<file path="config.mk">
export PLATFORM = sky130hd
export DESIGN_NAME = wordcount_batch_ctrl
export DESIGN_NICKNAME = d
export VERILOG_FILES = /design/src/rtl/wordcount_batch_ctrl.sv
export SDC_FILE = /design/constraint.sdc
export NUM_CORES = 1
export LEC_CHECK = 0
export ABC_AREA = 1
export BUFFER_PORTS_ARGS = -buffer_cell sky130_fd_sc_hd__buf_4
export CAP_MARGIN = 40
export CORE_AREA = 2 2 154 156
export DETAILED_ROUTE_END_ITERATION = 12
export DIE_AREA = 0 0 156 158
export PLACE_DENSITY = 0.8
export SETUP_SLACK_MARGIN = 0.3
export SKIP_CTS_REPAIR_TIMING = 1
export SYNTH_ARGS = -nofsm -noshare
export SYNTH_HDL_FRONTEND = slang
export SYNTH_SLANG_ARGS = --single-unit
</file>
<file path="constraint.sdc">
create_clock -name clk -period 3.95 [get_ports clk]
set_input_delay 0.79 -clock clk [delete_from_list [all_inputs] [get_ports clk]]
set_output_delay 0.79 -clock clk [all_outputs]
set_load 0.1 [all_outputs]
</file>
<file path="src/rtl/wordcount_batch_ctrl.sv">
// Batch sequencer for the search_and_add wordcount datapath.
// Streams keys into the datapath FIFO, kicks passes and reports batch stats.
module wordcount_batch_ctrl #(
    parameter int unsigned BATCH_SIZE = 256,
    parameter int unsigned TIMEOUT    = 64,
    parameter int unsigned START_WAIT = 15,
    parameter logic [31:0] INC        = 32'd1
) (
    input  logic         clk,
    input  logic         reset,
    input  logic [127:0] in_key,
    input  logic         in_valid,
    output logic         in_ready,
    input  logic         flush,
    input  logic         sa_ready,
    output logic [159:0] sa_din,
    output logic         sa_we,
    input  logic         sa_full,
    output logic         sa_kick,
    input  logic         sa_busy,
    input  logic         sa_accum_we,
    output logic         batch_done,
    output logic [31:0]  batch_words,
    output logic [31:0]  batch_accums,
    output logic [31:0]  batches_total,
    output logic         err_no_start,
    output logic         idle
);

    localparam logic [2:0] S_INIT   = 3'd0;
    localparam logic [2:0] S_FILL   = 3'd1;
    localparam logic [2:0] S_KICK   = 3'd2;
    localparam logic [2:0] S_WSTART = 3'd3;
    localparam logic [2:0] S_WEND   = 3'd4;
    localparam logic [2:0] S_DONE   = 3'd5;

    localparam logic [16:0] BS    = 17'(BATCH_SIZE);
    localparam logic [31:0] TO_M1 = 32'(TIMEOUT) - 32'd1;
    localparam logic [31:0] SW_M1 = 32'(START_WAIT) - 32'd1;
    localparam bit          TO_EN = (TIMEOUT > 0);

    logic [2:0]  state;
    logic [16:0] wcnt;
    logic [16:0] wnext;
    logic [31:0] icnt;
    logic [31:0] scnt;
    logic [31:0] acnt;
    logic [31:0] acnt_inc;
    logic        in_fill;
    logic        xfer;
    logic        kick;

    assign in_fill  = (state == S_FILL);
    assign in_ready = reset & in_fill & sa_ready & ~sa_full & (wcnt < BS);
    assign xfer     = in_valid & in_ready;
    assign sa_we    = xfer;
    assign sa_din   = {in_key, INC};
    assign wnext    = wcnt + {16'd0, xfer};

    // The timeout only fires on a quiet cycle; a transfer restarts the idle count.
    assign kick = in_fill & ((wnext == BS)
                | (flush & (wnext != 17'd0))
                | (TO_EN & ~xfer & (wcnt != 17'd0) & (icnt == TO_M1)));

    assign sa_kick    = (state == S_KICK);
    assign batch_done = (state == S_DONE);
    assign idle       = in_fill & (wcnt == 17'd0);

    // Saturating count of result writes seen during the pass.
    assign acnt_inc = acnt + {31'd0, sa_accum_we & (acnt != '1)};

    always_ff @(posedge clk) begin
        if (!reset) begin
            state         <= S_INIT;
            wcnt          <= '0;
            icnt          <= '0;
            scnt          <= '0;
            acnt          <= '0;
            batch_words   <= '0;
            batch_accums  <= '0;
            batches_total <= '0;
            err_no_start  <= 1'b0;
        end else begin
            case (state)
                S_INIT: begin
                    if (sa_ready) state <= S_FILL;
                end
                S_FILL: begin
                    wcnt <= wnext;
                    if (xfer || wcnt == 17'd0) icnt <= '0;
                    else                       icnt <= icnt + 32'd1;
                    if (kick) state <= S_KICK;
                end
                S_KICK: begin
                    acnt  <= {31'd0, sa_accum_we};
                    scnt  <= '0;
                    state <= S_WSTART;
                end
                S_WSTART: begin
                    acnt <= acnt_inc;
                    if (sa_busy) begin
                        state <= S_WEND;
                    end else if (scnt == SW_M1) begin
                        err_no_start <= 1'b1;
                        state        <= S_DONE;
                    end else begin
                        scnt <= scnt + 32'd1;
                    end
                end
                S_WEND: begin
                    acnt <= acnt_inc;
                    if (!sa_busy) state <= S_DONE;
                end
                S_DONE: begin
                    batch_words   <= 32'(wcnt);
                    batch_accums  <= acnt;
                    batches_total <= batches_total + 32'd1;
                    wcnt          <= '0;
                    icnt          <= '0;
                    state         <= S_FILL;
                end
                default: state <= S_INIT;
            endcase
        end
    end

endmodule

</file>
**Word-level counts from Yosys, hierarchy flattened**

Index checks and enable logic that the tools add are counted.

- Bits in registers: 198
- Input port bits: 136
- Output and inout port bits: 262
- Logic and storage cells: 71

- Add/sub/neg operators: 5
- $lt $le $gt $ge: 1
- Equality and inequality tests: 15
- Muxes and demuxes: 13
- Bitwise logic cells: 16
- Reduce and logical (&&, ||, !) cells: 12

Operators with widths:

| kind | number |
|---|---|
| 32-bit one-hot mux with 2 select lines | 3 |
| 32-bit by 1-bit adder with 32-bit output, second input constant | 3 |
| 32-bit 2-to-1 mux | 3 |
| 17-bit one-hot mux with 2 select lines | 1 |
| 17-bit nonzero test | 2 |
| 32-bit by 1-bit adder with 32-bit output | 1 |
| 32-bit by 4-bit == test with 1-bit output, second input constant | 1 |
| 32-bit by 6-bit == test with 1-bit output, second input constant | 1 |
| 32-bit inequality test, second input constant | 1 |
| 3-bit one-hot mux with 6 select lines | 1 |
| 17-bit by 1-bit adder with 17-bit output | 1 |
| 17-bit by 9-bit == test with 1-bit output, second input constant | 1 |
| 17-bit logical NOT | 1 |
| 17-bit by 9-bit less-than comparator with 1-bit output, second input constant | 1 |
| 3-bit 2-to-1 mux | 5 |
| 1-bit bitwise AND | 11 |
| 2-bit inequality test, second input constant | 4 |
| 3-bit by 2-bit == test with 1-bit output, second input constant | 2 |
| 3-bit == test, second input constant | 2 |
| 3-bit AND reduction | 2 |
| 2-bit nonzero test | 3 |
| 4-bit AND reduction | 1 |
| 3-bit by 1-bit == test with 1-bit output, second input constant | 1 |
| 3-bit logical NOT | 1 |
| other kinds (6) | 9 |

**Depth between registers and ports, before layout**

- Depth after elaboration: 14
- Gate-level depth with buffers: 21

**Worst setup path after synthesis**

Ideal clock, no wire load.

- Path type: input -> register
- Start: input port reset
- End: register state[0]
- Library setup time: 115 ps
- Data arrival time: 7,003 ps
- Data required time: 3,835 ps
- Path slack: -3,169 ps
- Cell stages on the path: 18
- Path buffers: 1
- Cell sequence: clkbuf_1 > nand3_1 > nor4b_1 > and2_1 > ha_1 > ha_1 > nand3_1 > nor2_1 > nand2_1 > xor2_1 > nor2_1 > nand3_1 > nor2_1 > nor2_1 > nand2_1 > nand2_1 > o21ai_0 > inv_1

- Word-level cells in the longest chain between the ends: 13
- Elaborated cells between the ends (all ways): 17
- Those cells by class: add/sub (1); eq/ne (2); bitwise (12); reduce/logical (2)

RTL lines:

| what | RTL line | RTL |
|---|---|---|
| start, declared | 10 | `input logic reset,` |
| 1-bit bitwise AND * (4 in a row) | 54 | `assign in_ready = reset & in_fill & sa_ready & ~sa_full & (wcnt < BS);` |
| named net in_ready | 13 | `output logic in_ready,` |
| 1-bit bitwise AND * | 55 | `assign xfer = in_valid & in_ready;` |
| named net sa_we | 17 | `output logic sa_we,` |
| 17-bit by 1-bit adder with 17-bit output | 58 | `assign wnext = wcnt + {16'd0, xfer};` |
| 17-bit nonzero test | 62 | `\| (flush & (wnext != 17'd0))` |
| 1-bit bitwise AND | 62 |  |
| 1-bit OR | 62 |  |
| 1-bit OR * | 63 | `\| (TO_EN & ~xfer & (wcnt != 17'd0) & (icnt == TO_M1)));` |
| 1-bit bitwise AND * | 61 | `assign kick = in_fill & ((wnext == BS)` |
| 2-bit by 1-bit inequality test with 1-bit output (no line) * | n/a |  |
| 4-bit AND reduction (no line) * | n/a |  |
| end signal, assigned | 74 | `state <= S_INIT;` |
| end signal, assigned | 86 | `if (sa_ready) state <= S_FILL;` |
| end signal, assigned | 92 | `if (kick) state <= S_KICK;` |
| end, declared | 42 | `logic [2:0] state;` |

Mark *: on every way through the listed nets, which the timed path passes. The rest lies on a longest branch.
A chain may end at the register's enable or synchronous reset.

**Worst setup path after layout**

- Start: register state[0]
- End: register state[0]

- Word-level cells in the longest chain between the ends: 14
- Elaborated cells between the ends (all ways): 27
- Those cells by class: add/sub (1); eq/ne (10); mux (1); bitwise (12); reduce/logical (3)

RTL lines:

| what | RTL line |
|---|---|
| 3-bit by 1-bit == test with 1-bit output | 53, 84 |
| 1-bit bitwise AND (4 in a row) | 54 |
| 1-bit bitwise AND | 55 |
| 17-bit by 1-bit adder with 17-bit output | 58 |
| 17-bit nonzero test | 62 |
| 1-bit bitwise AND | 62 |
| 1-bit OR | 62 |
| 1-bit OR | 63 |
| 1-bit bitwise AND | 61 |
| 2-bit by 1-bit inequality test with 1-bit output (no line) | n/a |
| 4-bit AND reduction (no line) | n/a |

Parallel ways exist; a longest one is shown, timed or not.

==> impl_results.md <==
- Total wire length: between 30000 and 40000 um
- Maxcap violations: 0
- H-Tree Depth: 4
- Clock-pin slew on the worst setup and hold paths: around 0.08 ns
- Chip Width: around 160 um
- Synth top area share: 0.345
- Yosys top cell by area: dfxtp_1
- Layout cells sized above 1: 0.110
- Antenna-violating nets left: 0
- Number of global-route vias before repair: 9603
- IO Pins: 398
- Hold Fails Final Rpt: 0
- Tot GR Track Use: 0.253
- Setup-failing EPs final: 0
- Die H: about 160 um
- CTS buffer count: 17
- Post-synth ARST share: 0
- RePlAce Congestion: 0.910
- Sink Count: between 150 and 200
- Top-count cell post-synth: nand2_1
- N_diodes: 0
- Site row count: 56
- # placed instances: 1897
- Hold crit path type: reg -> reg
- Max-slew violations: 0
- Period minus WS final: about 3.1 ns
- Slew headroom: 0.505
- TritonCTS clock tree: yes
- Clock Skew: roughly 0.011 ns
- Fmax: 323 MHz
- Final Cell Area: between 10000 and 15000 um2
- Placed instance area: between 10000 and 15000 um2
- Synth top cells by count: nand2_1, dfxtp_1, buf_4
- DR iter-0 viols: around 800
- # port buffers: 94
- Final design utilization: 0.520
- Pwr/cell area: 366 nW/um2
- Routed via count: 10452
- Yosys cell types: 55
- Synth area leaders: dfxtp_1, nand2_1, buf_4
- Mean post-synth cell area: between 6 and 7 um2
- Global-route wire length before repair: ~50000 um
- Longest Clk Path Bufs: 2
- Crit-path max FO: 7
- Clock Root Buffer: clkbuf_16
- Outcome: finished clean
- Synthesized flop and latch total: between 150 and 200
- Clk_lat worst skew: between 0.4 and 0.5 ns
- Number of synthesized flops with an enable pin: 0
- Lkg Pwr: between 0.004 and 0.005 uW
- Remaining global-route overflow: 0
- Initial antenna violation count: 0
- Initial Util: 0.499
- RSZ-0062 raised after global routing: false
- DRC errors left: 0
- Largest net degree at the start of global routing: just under 80
- Post-route clock period utilization: 0.784
- Multi-input logic area: 5630 um2
- DP Worst Slack: about 0.73 ns
- Seq/Total Area, Yosys: 0.345
- Final WS setup: roughly 0.86 ns
- Peak VDD IR: between 200 and 300 uV
- Worst Path Arrival: 3.43 ns
- Mapped cell area: approximately 11000 um2
- CP required: roughly 4.3 ns
- Register area: about 4000 um2
- Worst Tran Pin Value: between 0.7 and 0.8 ns
- Cell count after synthesis: about 1700
- Final net count: about 1800
- Die area: 24600 um2
- Fin cells: between 1500 and 2000
- Router iterations before antenna repair: 6
- CP Class: reg -> reg
- Worst setup EP type: flop
- Core box area: 23100 um2
- DPL Wire Length: 23300 um
- Average wire per standard cell: about 16 um
- Drt via density: about 5.4
- Startpoint Class: flop
- Dominant synthesized flop cell: dfxtp_1
- Layout area overhead: 4.33%
- Filler cells: between 2000 and 2500
- Worst hold slack: 0.467 ns
- Warnings from Yosys: 0
==> path summary, 6_finish.rpt <==
kind,cells past startpoint,slack [ns],to,start
max reg2reg,21,0.86,state[0],state[0]
min,2,0.47,batch_accums[5],batch_accums[5]
max,21,0.86,state[0],state[0]
min reg2reg,2,0.47,batch_accums[5],batch_accums[5]
==> area by class of cell <==
| type | instances | area share |
|---|---|---|
| Sequential cell | 198 | 0.331 |
| Clock inverter | 14 | 0.0177 |
| Inverter | 162 | 0.0509 |
| Multi-Input combinational cell | 1142 | 0.469 |
| Tap cell | 290 | 0.0303 |
| Timing Repair Buffer | 105 | 0.0657 |
| Clock buffer | 17 | 0.0355 |
==> flip-flops by register name (all words and copies together) (netlist names) <==
name and cells:
batches_total 32, err_no_start 1, icnt 32, wcnt 17, acnt 32, scnt 32, batch_accums 32, batch_words 17
state 3
==> critical path, cell delays in order, from the launching register on <==
cell	delay [ns]
dfxtp_1	0.38
inv_2	0.08
nor2_4	0.16
nand2_1	0.26
nor4b_4	0.38
and2_4	0.22
ha_4	0.15
inv_1	0.04
nor2_1	0.27
nand2_1	0.12
inv_1	0.09
nand2_1	0.05
nand2_1	0.05
nand2_1	0.06
nor2_1	0.11
nand3_1	0.11
nor2_1	0.11
nor2_1	0.05
nand2_1	0.09
nand2_1	0.06
o21ai_1	0.11
inv_1	0.04
==> power by group <==
part / switching [uW] / internal (uW) / total [uW]
Combinational: 422 / 58.0 / 480
Sequential: 8.35 / 2000 / 2010
Clock: 867 / 1030 / 1900
Total: 1300 / 3090 / 4390
==> per-layer routing <==
layer  vias to the layer above  track usage  share of wire
met3                        63        0.107           0.11
met4                         2       0.0909          0.027
li1                       5196            -              -
met5                         -       0.0166         0.0017
met2                       434        0.432           0.47
met1                      4757        0.281           0.39
==> metrics by stage <==
step	setup TNS, ns	power, uW
final	0	4390
after global routing	0	4520
after CTS	0	4400
after detailed placement	0	2530
after global placement	0	2530
after floorplan	-0.309	3110
==> cell families (layout without fill, tap and decap cells) <==
family                     count (synthesis)  after routing  share of synthesized area
AOI/OAI and AO/OA                        290            290                      0.138
xor gates and xnor gates                  35             35                     0.0267
adders and majority gates                  8              8                    0.00871
buffers and inverters                    394            298                      0.188
DFF                                      198            198                      0.345
other                                      2             47                   0.000653
and+or+nand+nor                          762            762                      0.293
==> placed cells by master (no fill, tap or decap), drive strengths merged, types with 2 or more instances in the layout <==
| master | instances |
|---|---|
| dfxtp | 198 |
| nand2 | 365 |
| bufinv | 3 |
| nor2 | 172 |
| nor4 | 20 |
| a21oi | 160 |
| nand3b | 6 |
| buf | 105 |
| o22ai | 2 |
| nor3 | 63 |
| a211oi | 7 |
| o31ai | 4 |
| inv | 167 |
| xor2 | 25 |
| clkbuf | 17 |
| nand4 | 33 |
| a221oi | 6 |
| or2 | 3 |
| and2 | 2 |
| nand3 | 94 |
| nor3b | 2 |
| conb | 47 |
| clkinv | 5 |
| ha | 8 |
| o211ai | 4 |
| o21bai | 3 |
| a31oi | 4 |
| a2bb2oi | 2 |
| a22oi | 6 |
| o21a | 3 |
| a311oi | 2 |
| xnor2 | 10 |
| o21ai | 81 |
No activity file was read; power rests on OpenSTA's default activity.
